===== src/rtl/key_pkg.sv =====
// rtl/key_pkg.sv - shared types and default timing for the key debounce array
// Purpose : per-channel FSM state encoding and default timing constants
//           (50 MHz system clock) shared by key_debounce_ch and key_debounce_array.
// Contents: key_fsm_t (RELEASED, PRESSED, LONG), DEF_* timing localparams.
package key_pkg;

  typedef enum logic [1:0] {
    RELEASED = 2'd0,
    PRESSED  = 2'd1,
    LONG     = 2'd2
  } key_fsm_t;

  localparam int DEF_NUM_KEYS      = 4;
  localparam int DEF_DEB_CYCLES    = 1_000_000;   // 20 ms
  localparam int DEF_LONG_CYCLES   = 50_000_000;  // 1 s
  localparam int DEF_REPEAT_CYCLES = 10_000_000;  // 200 ms
  localparam int DEF_ACTIVE_LOW    = 1;

endpackage


===== src/rtl/key_debounce_ch.sv =====
// rtl/key_debounce_ch.sv - single key channel: sync, debounce, press/long/repeat events
// Purpose : one independent key channel. 2-flop synchroniser, polarity
//           normalisation, debounce counter, RELEASED/PRESSED/LONG FSM with
//           hold counter and optional auto-repeat counter.
// Macro   : KEY_AUTO_REPEAT_EN builds the repeat counter; otherwise
//           repeat_pulse is tied 0.
// Ports   : clk, rst_n (async, active-low)
//           key_in        raw asynchronous pin
//           key_state     debounced level, 1 = pressed
//           press_pulse   1-cycle pulse on accepted press
//           release_pulse 1-cycle pulse on accepted release
//           long_pulse    1-cycle pulse after LONG_CYCLES of hold
//           repeat_pulse  1-cycle auto-repeat pulse while in LONG
module key_debounce_ch
  import key_pkg::*;
#(
  parameter int DEB_CYCLES    = DEF_DEB_CYCLES,
  parameter int LONG_CYCLES   = DEF_LONG_CYCLES,
  parameter int REPEAT_CYCLES = DEF_REPEAT_CYCLES,
  parameter int ACTIVE_LOW    = DEF_ACTIVE_LOW
) (
  input  logic clk,
  input  logic rst_n,
  input  logic key_in,
  output logic key_state,
  output logic press_pulse,
  output logic release_pulse,
  output logic long_pulse,
  output logic repeat_pulse
);

  localparam int DEB_W  = $clog2(DEB_CYCLES);
  localparam int HOLD_W = $clog2(LONG_CYCLES);
  localparam logic [DEB_W-1:0]  DEB_MAX  = DEB_W'(DEB_CYCLES - 1);
  localparam logic [HOLD_W-1:0] HOLD_MAX = HOLD_W'(LONG_CYCLES - 1);
  // Raw pin level of a released key; the synchroniser resets to it so that
  // leaving reset never looks like an edge.
  localparam logic IDLE_RAW = (ACTIVE_LOW != 0) ? 1'b1 : 1'b0;

  logic sync_1, sync_2, level;
  logic [DEB_W-1:0]  deb_cnt;
  logic [HOLD_W-1:0] hold_cnt;
  logic accept, press_evt, release_evt, long_evt;
  key_fsm_t state, state_next;

  always_ff @(posedge clk or negedge rst_n) begin
    if (!rst_n) begin
      sync_1 <= IDLE_RAW;
      sync_2 <= IDLE_RAW;
    end else begin
      sync_1 <= key_in;
      sync_2 <= sync_1;
    end
  end

  assign level = sync_2 ^ IDLE_RAW;  // 1 = pressed

  // Change is accepted on the edge after the counter has seen DEB_CYCLES-1
  // increments with the level still differing.
  assign accept      = (level != key_state) && (deb_cnt == DEB_MAX);
  assign press_evt   = accept && level;
  assign release_evt = accept && !level;

  always_ff @(posedge clk or negedge rst_n) begin
    if (!rst_n) begin
      deb_cnt       <= '0;
      key_state     <= 1'b0;
      press_pulse   <= 1'b0;
      release_pulse <= 1'b0;
    end else begin
      press_pulse   <= press_evt;
      release_pulse <= release_evt;
      if ((level == key_state) || accept) deb_cnt <= '0;
      else                                deb_cnt <= deb_cnt + 1'b1;
      if (accept) key_state <= ~key_state;
    end
  end

  // FSM state register
  always_ff @(posedge clk or negedge rst_n) begin
    if (!rst_n) state <= RELEASED;
    else        state <= state_next;
  end

  // FSM next state; a release on the same edge as the long threshold wins.
  always_comb begin
    state_next = state;
    case (state)
      RELEASED: if (press_evt) state_next = PRESSED;
      PRESSED: begin
        if (release_evt)               state_next = RELEASED;
        else if (hold_cnt == HOLD_MAX) state_next = LONG;
      end
      LONG:     if (release_evt) state_next = RELEASED;
      default:  state_next = RELEASED;
    endcase
  end

  // FSM outputs (events registered below into 1-cycle pulses)
  always_comb begin
    long_evt = (state == PRESSED) && (state_next == LONG);
  end

  // Hold counter: 0 on the key_state rise edge, saturates at LONG_CYCLES-1.
  always_ff @(posedge clk or negedge rst_n) begin
    if (!rst_n) begin
      hold_cnt   <= '0;
      long_pulse <= 1'b0;
    end else begin
      long_pulse <= long_evt;
      if ((state == RELEASED) || release_evt)
        hold_cnt <= '0;
      else if ((state == PRESSED) && (hold_cnt != HOLD_MAX))
        hold_cnt <= hold_cnt + 1'b1;
    end
  end

`ifdef KEY_AUTO_REPEAT_EN
  localparam int REP_W = $clog2(REPEAT_CYCLES);
  localparam logic [REP_W-1:0] REP_MAX = REP_W'(REPEAT_CYCLES - 1);

  logic [REP_W-1:0] rep_cnt;
  logic rep_evt;

  // Counter starts at 0 on the edge entering LONG, so the first repeat lands
  // REPEAT_CYCLES after long_pulse. No repeat on the release edge itself.
  assign rep_evt = (state == LONG) && !release_evt && (rep_cnt == REP_MAX);

  always_ff @(posedge clk or negedge rst_n) begin
    if (!rst_n) begin
      rep_cnt      <= '0;
      repeat_pulse <= 1'b0;
    end else begin
      repeat_pulse <= rep_evt;
      if ((state != LONG) || rep_evt) rep_cnt <= '0;
      else                            rep_cnt <= rep_cnt + 1'b1;
    end
  end
`else
  assign repeat_pulse = 1'b0;
`endif

endmodule


===== src/rtl/key_debounce_array.sv =====
// rtl/key_debounce_array.sv - array of independent debounced key channels
// Purpose : NUM_KEYS copies of key_debounce_ch, one per key pin, no sharing.
// Macro   : KEY_AUTO_REPEAT_EN enables auto-repeat in every channel.
// Ports   : clk, rst_n (async, active-low)
//           key_in[NUM_KEYS]        raw asynchronous key pins
//           key_state[NUM_KEYS]     debounced level, 1 = pressed
//           press_pulse[NUM_KEYS]   accepted press pulses
//           release_pulse[NUM_KEYS] accepted release pulses
//           long_pulse[NUM_KEYS]    long-press pulses
//           repeat_pulse[NUM_KEYS]  auto-repeat pulses (0 unless macro defined)
module key_debounce_array
  import key_pkg::*;
#(
  parameter int NUM_KEYS      = DEF_NUM_KEYS,
  parameter int DEB_CYCLES    = DEF_DEB_CYCLES,
  parameter int LONG_CYCLES   = DEF_LONG_CYCLES,
  parameter int REPEAT_CYCLES = DEF_REPEAT_CYCLES,
  parameter int ACTIVE_LOW    = DEF_ACTIVE_LOW
) (
  input  logic                clk,
  input  logic                rst_n,
  input  logic [NUM_KEYS-1:0] key_in,
  output logic [NUM_KEYS-1:0] key_state,
  output logic [NUM_KEYS-1:0] press_pulse,
  output logic [NUM_KEYS-1:0] release_pulse,
  output logic [NUM_KEYS-1:0] long_pulse,
  output logic [NUM_KEYS-1:0] repeat_pulse
);

  for (genvar i = 0; i < NUM_KEYS; i++) begin : g_ch
    key_debounce_ch #(
      .DEB_CYCLES    (DEB_CYCLES),
      .LONG_CYCLES   (LONG_CYCLES),
      .REPEAT_CYCLES (REPEAT_CYCLES),
      .ACTIVE_LOW    (ACTIVE_LOW)
    ) u_ch (
      .clk           (clk),
      .rst_n         (rst_n),
      .key_in        (key_in[i]),
      .key_state     (key_state[i]),
      .press_pulse   (press_pulse[i]),
      .release_pulse (release_pulse[i]),
      .long_pulse    (long_pulse[i]),
      .repeat_pulse  (repeat_pulse[i])
    );
  end

endmodule


===== config.mk =====
export PLATFORM = sky130hd
export DESIGN_NAME = key_debounce_array
export DESIGN_NICKNAME = d
export VERILOG_FILES = /design/src/rtl/key_pkg.sv /design/src/rtl/key_debounce_ch.sv /design/src/rtl/key_debounce_array.sv
export SDC_FILE = /design/constraint.sdc
export NUM_CORES = 1
export LEC_CHECK = 0
export ABC_AREA = 1
export BUFFER_PORTS_ARGS = -buffer_cell sky130_fd_sc_hd__clkbuf_2
export CORE_MARGIN = 2
export CORE_UTILIZATION = 61
export CTS_CLUSTER_DIAMETER = 50
export CTS_CLUSTER_SIZE = 40
export DETAILED_ROUTE_END_ITERATION = 16
export GPL_ROUTABILITY_DRIVEN = 1
export HOLD_SLACK_MARGIN = 0.02
export PLACE_DENSITY = 0.81
export SLEW_MARGIN = 40
export SYNTH_ARGS = -nofsm -noshare
export SYNTH_HDL_FRONTEND = slang
export SYNTH_HIERARCHICAL = 1
export SYNTH_SLANG_ARGS = --single-unit

===== constraint.sdc =====
create_clock -name clk -period 4.1 [get_ports clk]
set_input_delay 0.205 -clock clk [delete_from_list [all_inputs] [get_ports clk]]
set_output_delay 0.205 -clock clk [all_outputs]
set_load 0.005 [all_outputs]

==> results of run 1 <==
[metrics by stage]
step,setup WS (ps),util,power [mW],instances,instance area (um2)
after CTS,1740,0.673,4.99,2321,15100
after global routing,1550,0.675,5.10,2322,15100
after floorplan,2450,-,2.23,1993,13800
after detailed placement,1780,0.625,2.29,2263,14000
final,1750,0.675,4.93,2322,15100
after global placement,1890,0.625,2.29,2263,14000
[flip-flops by register name, summed over array words and instances (netlist names)]
register / count
g_ch.u_ch/deb_cnt: 80
g_ch.u_ch/state: 8
g_ch.u_ch/sync_1: 4
g_ch.u_ch/key_state: 4
g_ch.u_ch/hold_cnt: 104
g_ch.u_ch/sync_2: 4
g_ch.u_ch/long_pulse: 4
g_ch.u_ch/press_pulse: 4
g_ch.u_ch/release_pulse: 4
[cell type report]
| cell class | instances | share of cell area |
|---|---|---|
| multi-input cells | 1519 | 0.480 |
| flip-flops and latches | 216 | 0.358 |
| inverters | 215 | 0.0535 |
| clock buffers | 33 | 0.0503 |
| well taps | 285 | 0.0236 |
| clock inverters | 20 | 0.0184 |
| repair buffers | 34 | 0.0162 |
[metal layers]
metal,vias up,part of all wire,global-route usage
li1,6321,-,-
met1,5805,0.46,0.372
met2,373,0.47,0.435
met3,48,0.056,0.0303
met4,0,0.017,0.0732
met5,-,0,0
[how the worst min path moves through the flow]
stage,from,endpoint,slack (ps),cells after the start
after global placement,key_in[3],g_ch[3].u_ch/sync_1,290,1
after global routing,rst_n,g_ch[2].u_ch/hold_cnt[10],140,2
after detailed placement,key_in[3],g_ch[3].u_ch/sync_1,290,1
after floorplan,rst_n,g_ch[0].u_ch/deb_cnt[0],-90,0
after CTS,key_in[3],g_ch[3].u_ch/sync_1,280,2
final,rst_n,g_ch[2].u_ch/hold_cnt[23],120,2
[worst max-delay path, cell delays in order, from the launching register on]
cell,delay [ps]
dfrtp_1,430
ha_1,290
nand2_1,140
nor2_4,60
nand3_2,100
nor2_4,50
a21oi_4,570
buf_4,420
nand3_1,110
nand2_1,90
[synth_stat cells, drive strengths merged]
master	number	share of area
o211ai	1	0.00054
a21oi	19	0.0072
dfstp	8	0.015
mux2i	3	0.0022
buf	43	0.023
dfrtp	208	0.38
ha	8	0.0073
nand2	625	0.18
conb	4	0.0011
nor2	409	0.12
o21ai	18	0.0065
a31oi	7	0.0032
clkinv	4	0.0011
nand4	47	0.025
nor3b	16	0.0087
nor3	35	0.013
inv	211	0.058
nand3	242	0.10
o31ai	1	0.00054
nand3b	6	0.0033
xnor2	14	0.0089
o21bai	5	0.0027
xor2	59	0.037
[kinds of logic after synthesis]
kind of cell,count (synthesis),synth area share
and+or+nand+nor,1380,0.449
buffers and inverters,258,0.0817
DFF,216,0.392
xor gates and xnor gates,73,0.0463
AOI/OAI and AO/OA,51,0.0207
adders and majority gates,8,0.00725
other,4,0.00109
muxes,3,0.00218
[timing repair]
item | CTS | global route
buffers inserted | 0 | 0
hold buffers | 5 | 0
setup endpoints to repair | 0 | 0
endpoints found under the hold margin | 114 | 0
[power by group]
part / switching [mW] / total (mW) / internal (mW)
Clock: 1.05 / 2.68 / 1.63
Sequential: 0.0136 / 2.16 / 2.15
Combinational: 0.0686 / 0.0930 / 0.0243
Total: 1.13 / 4.93 / 3.81
==> impl_metrics.yaml, run 1 <==
floorplan:
  initial_core_util: 0.615
  coreArea_um2: 22400
  dieArea_um2: 23800
  die_h_um: 154
  io_pins: 26
  core.rowCount: 55
  die_w_um: 154
drt:
  firstDrtPassIters: 8
  wire_per_inst_um: 13.3
  wirelength_um: 30900
  vias_per_cell: 5.40
  dr.first_iter.drc_count: 895
  vias: 12500
  ant_nets: 0
  drc: 0
timing:
  fmaxAchievable_mhz: 425
  fin_crit_sh: 0.574
  min_period_ps: 2350
  slew_headroom: 0.525
  hold_ws_ps: 122
  skew_ps: 16.1
  rsz0062_at_grt: "false"
  fin_tns_setup_ps: 0
  hold_viol: 0
  worst_pin_slew_ps: 711
  slew_viol_final: 0
  finalSetupViolCount: 0
setup_path:
  cp.arrival_ps: 2820
  end_kind: "flop"
  cp_data_required_time_ps: 4570
  critical_path.startpoint: "g_ch[0].u_ch/deb_cnt[0]"
  start_kind: "flop"
  reg2reg_from: "g_ch[0].u_ch/deb_cnt[0]"
  path_class: "reg2reg"
  worstReg2RegEnd: "g_ch[0].u_ch/hold_cnt[20]"
  r2r_setup_slack_ps: 1750
  rr_worst_depth: 9
  endpoint: "g_ch[0].u_ch/hold_cnt[20]"
  worstPathMaxFanout: 26
synth:
  yosys_warnings: 6
  ys_ff_latch: 216
  seq_area_frac_synth: 0.392
  yosysUniqueCellTypes: 37
  synth_area_per_cell_um2: 6.93
  netlist_instances: 1993
  synth_nets: 2007
  netlist_area_um2: 13800
global_route:
  antenna_found_initial: 0
  grt-ovfl-total: 0
  grt_pass1_wl_um: 54000
  grt_max_degree: 115
  grt_use_total: 0.264
  grt_pass1_vias: 11800
final_layout:
  most-common-layout-cells: "nand2_1, nor2_1, nand3_1, dfrtp_1, inv_1"
  area_delta_synth_final_pct: 9.64
  n_fill_cell: 1861
  n_antenna_cell: 0
  ff_latch_area_um2: 5420
  nets: 2029
  multiInputGateArea_um2: 7270
  post_route_cells_drive_above_1_share: 0.0874
  final_common_cell: "nand2_1"
place:
  dpl.hpwl_um: 21600
  io_buffers: 21
  gp_congestion: 0.972
clocking:
  ctsResizeCount: 0
  htree_levels: 1
  root_buffer: "clkbuf_16"
  clk_pin_slew_ps: 60
  clk_latency_ps: 550
  clock-sinks: 216
  cts_tree: "yes"
  numCtsBuffers: 29
  cts_buffer_depth: 3
hold_path:
  hp-class: "in2async"
outcome:
  status: "finished clean"
power_and_ir_drop:
  power_density_nw_per_um2: 326
  ir_drop_uv: 363
  p_leak_nw: 6.84
run:
  max_cap_violations: 0
(Power assumes the default switching activity.)
==> inputs of run 2 (changes only) <==
==> constraint.sdc (replaced) <==
create_clock -name clk -period 2.3 [get_ports clk]
set_input_delay 0.115 -clock clk [delete_from_list [all_inputs] [get_ports clk]]
set_output_delay 0.115 -clock clk [all_outputs]
set_load 0.005 [all_outputs]
==> run 2 against run 1 <==
Worst setup slack lost 1500 ps. Critical path depth is the same. Combinational power rose by 86%. Largest power group unchanged.
==> impl_metrics.yaml, run 2 (synthesized netlist as in run 1, its figures left out) <==
final_layout:
  multiInputGateArea_um2: 7270
  most-common-layout-cells: "nand2_1, nor2_1, nand3_1, dfrtp_1, inv_1"
  nets: 2040
  top_regs: "g_ch.u_ch/hold_cnt: 104 flops, g_ch.u_ch/deb_cnt: 80 flops, g_ch.u_ch/state: 8 flops"
  area_delta_synth_final_pct: 10.4
  n_fill_cell: 1907
  ff_latch_area_um2: 5420
  final_common_cell: "nand2_1"
  largest_register_ffs: 104
  n_antenna_cell: 0
  largest-register: "g_ch.u_ch/hold_cnt"
  post_route_cells_drive_above_1_share: 0.0927
global_route:
  grt_use_total: 0.271
  antenna_found_initial: 1
  grt_max_degree: 68
  grt-ovfl-total: 0
  grt_util_met3: 0.0370
  grt_pass1_vias: 12100
  use_met1: 0.377
  grtUsageMet2: 0.450
  busiest_layer: "met2"
  grt_pass1_wl_um: 55400
timing:
  fmaxAchievable_mhz: 491
  min_period_ps: 2030
  skew_ps: 18.4
  slew_viol_final: 0
  fin_tns_setup_ps: 0
  rsz0062_at_grt: "false"
  finalSetupViolCount: 0
  hold_viol: 0
  worst_pin_slew_ps: 643
  slew_headroom: 0.570
  fin_crit_sh: 0.885
setup_path:
  end_kind: "flop"
  cp.arrival_ps: 2520
  path_class: "reg2reg"
  cp_data_required_time_ps: 2790
  worstPathMaxFanout: 29
  start_kind: "flop"
drt:
  ant_nets: 0
  wirelength_um: 31200
  firstDrtPassIters: 6
  drc: 0
  vias_per_cell: 5.39
  wire_per_inst_um: 13.4
  dr.first_iter.drc_count: 922
  vias: 12600
power_and_ir_drop:
  p_total_mw: 8.68
  ir_drop_uv: 719
  p_leak_nw: 6.89
  power_density_nw_per_um2: 570
clocking:
  clk_pin_slew_ps: 70
  root_buffer: "clkbuf_16"
  numCtsBuffers: 29
  clk_latency_ps: 550
  htree_levels: 1
  cts_buffer_depth: 3
  clock-sinks: 216
  cts_tree: "yes"
floorplan:
  dieArea_um2: 23800
  coreArea_um2: 22400
  die_h_um: 154
  initial_core_util: 0.615
  io_pins: 26
  core.rowCount: 55
  die_w_um: 154
hold_path:
  hp-class: "in2async"
place:
  dpl.hpwl_um: 22400
  gp_congestion: 0.960
  io_buffers: 21
run:
  max_cap_violations: 0
outcome:
  status: "finished clean"
## run 2: power breakdown
| group | internal (mW) | switching (mW) | total [mW] |
|---|---|---|---|
| logic | 0.0486 | 0.124 | 0.173 |
| registers | 3.83 | 0.0247 | 3.85 |
| clock network | 2.68 | 1.97 | 4.65 |
## run 2: worst paths after layout
path	slack [ps]	depth (start not counted)	from	to
max	270	9	g_ch[0].u_ch/deb_cnt[0]	g_ch[0].u_ch/hold_cnt[15]
min	110	2	rst_n	g_ch[2].u_ch/hold_cnt[23]
max reg2reg	270	9	g_ch[0].u_ch/deb_cnt[0]	g_ch[0].u_ch/hold_cnt[15]
min reg2reg	360	0	g_ch[1].u_ch/sync_1	g_ch[1].u_ch/sync_2
max in group asynchronous	1450	3	rst_n	g_ch[0].u_ch/sync_2
min in group clk	200	2	key_in[1]	g_ch[1].u_ch/sync_1
## run 2: worst max-delay path, stage by stage, from the launching register on
cell and delay (ps):
dfrtp_1 430, ha_1 230, nand2_1 110, nor2_4 70
nand3_2 90, nor2_4 50, a21oi_4 530, buf_12 270
nand3_1 90, nand2_1 90
## run 2: area by class of cell
type,count,area share
clock inverter,23,0.0192
inverter,215,0.0531
clock buffer,31,0.0481
timing repair buffer,45,0.0235
multi-input combinational,1519,0.477
sequential,216,0.355
tap,285,0.0234
## run 2: routing by layer
metal | vias up | wire length, um
li1 | 6340 | -
met1 | 5842 | 14300
met2 | 346 | 14500
met3 | 59 | 1730
met4 | 2 | 665
met5 | - | 9
## run 2: per-stage QoR
stage               setup slack, ps  std cells   util  hold slack, ps  cell area (um2)
CTS                             263       2334  0.679             109            15200
global placement                354       2275  0.631             108            14200
floorplan                       653       1993      -            -181            13800
global route                   95.3       2334  0.679             150            15200
detailed placement              279       2275  0.631             110            14200
finish                          265       2334  0.679             114            15200
## run 2: what timing repair did
item,4_1_cts,5_1_grt
buffers inserted,0,0
hold buffers,5,0
endpoints found under the hold margin,199,0
gates resized for setup,0,0
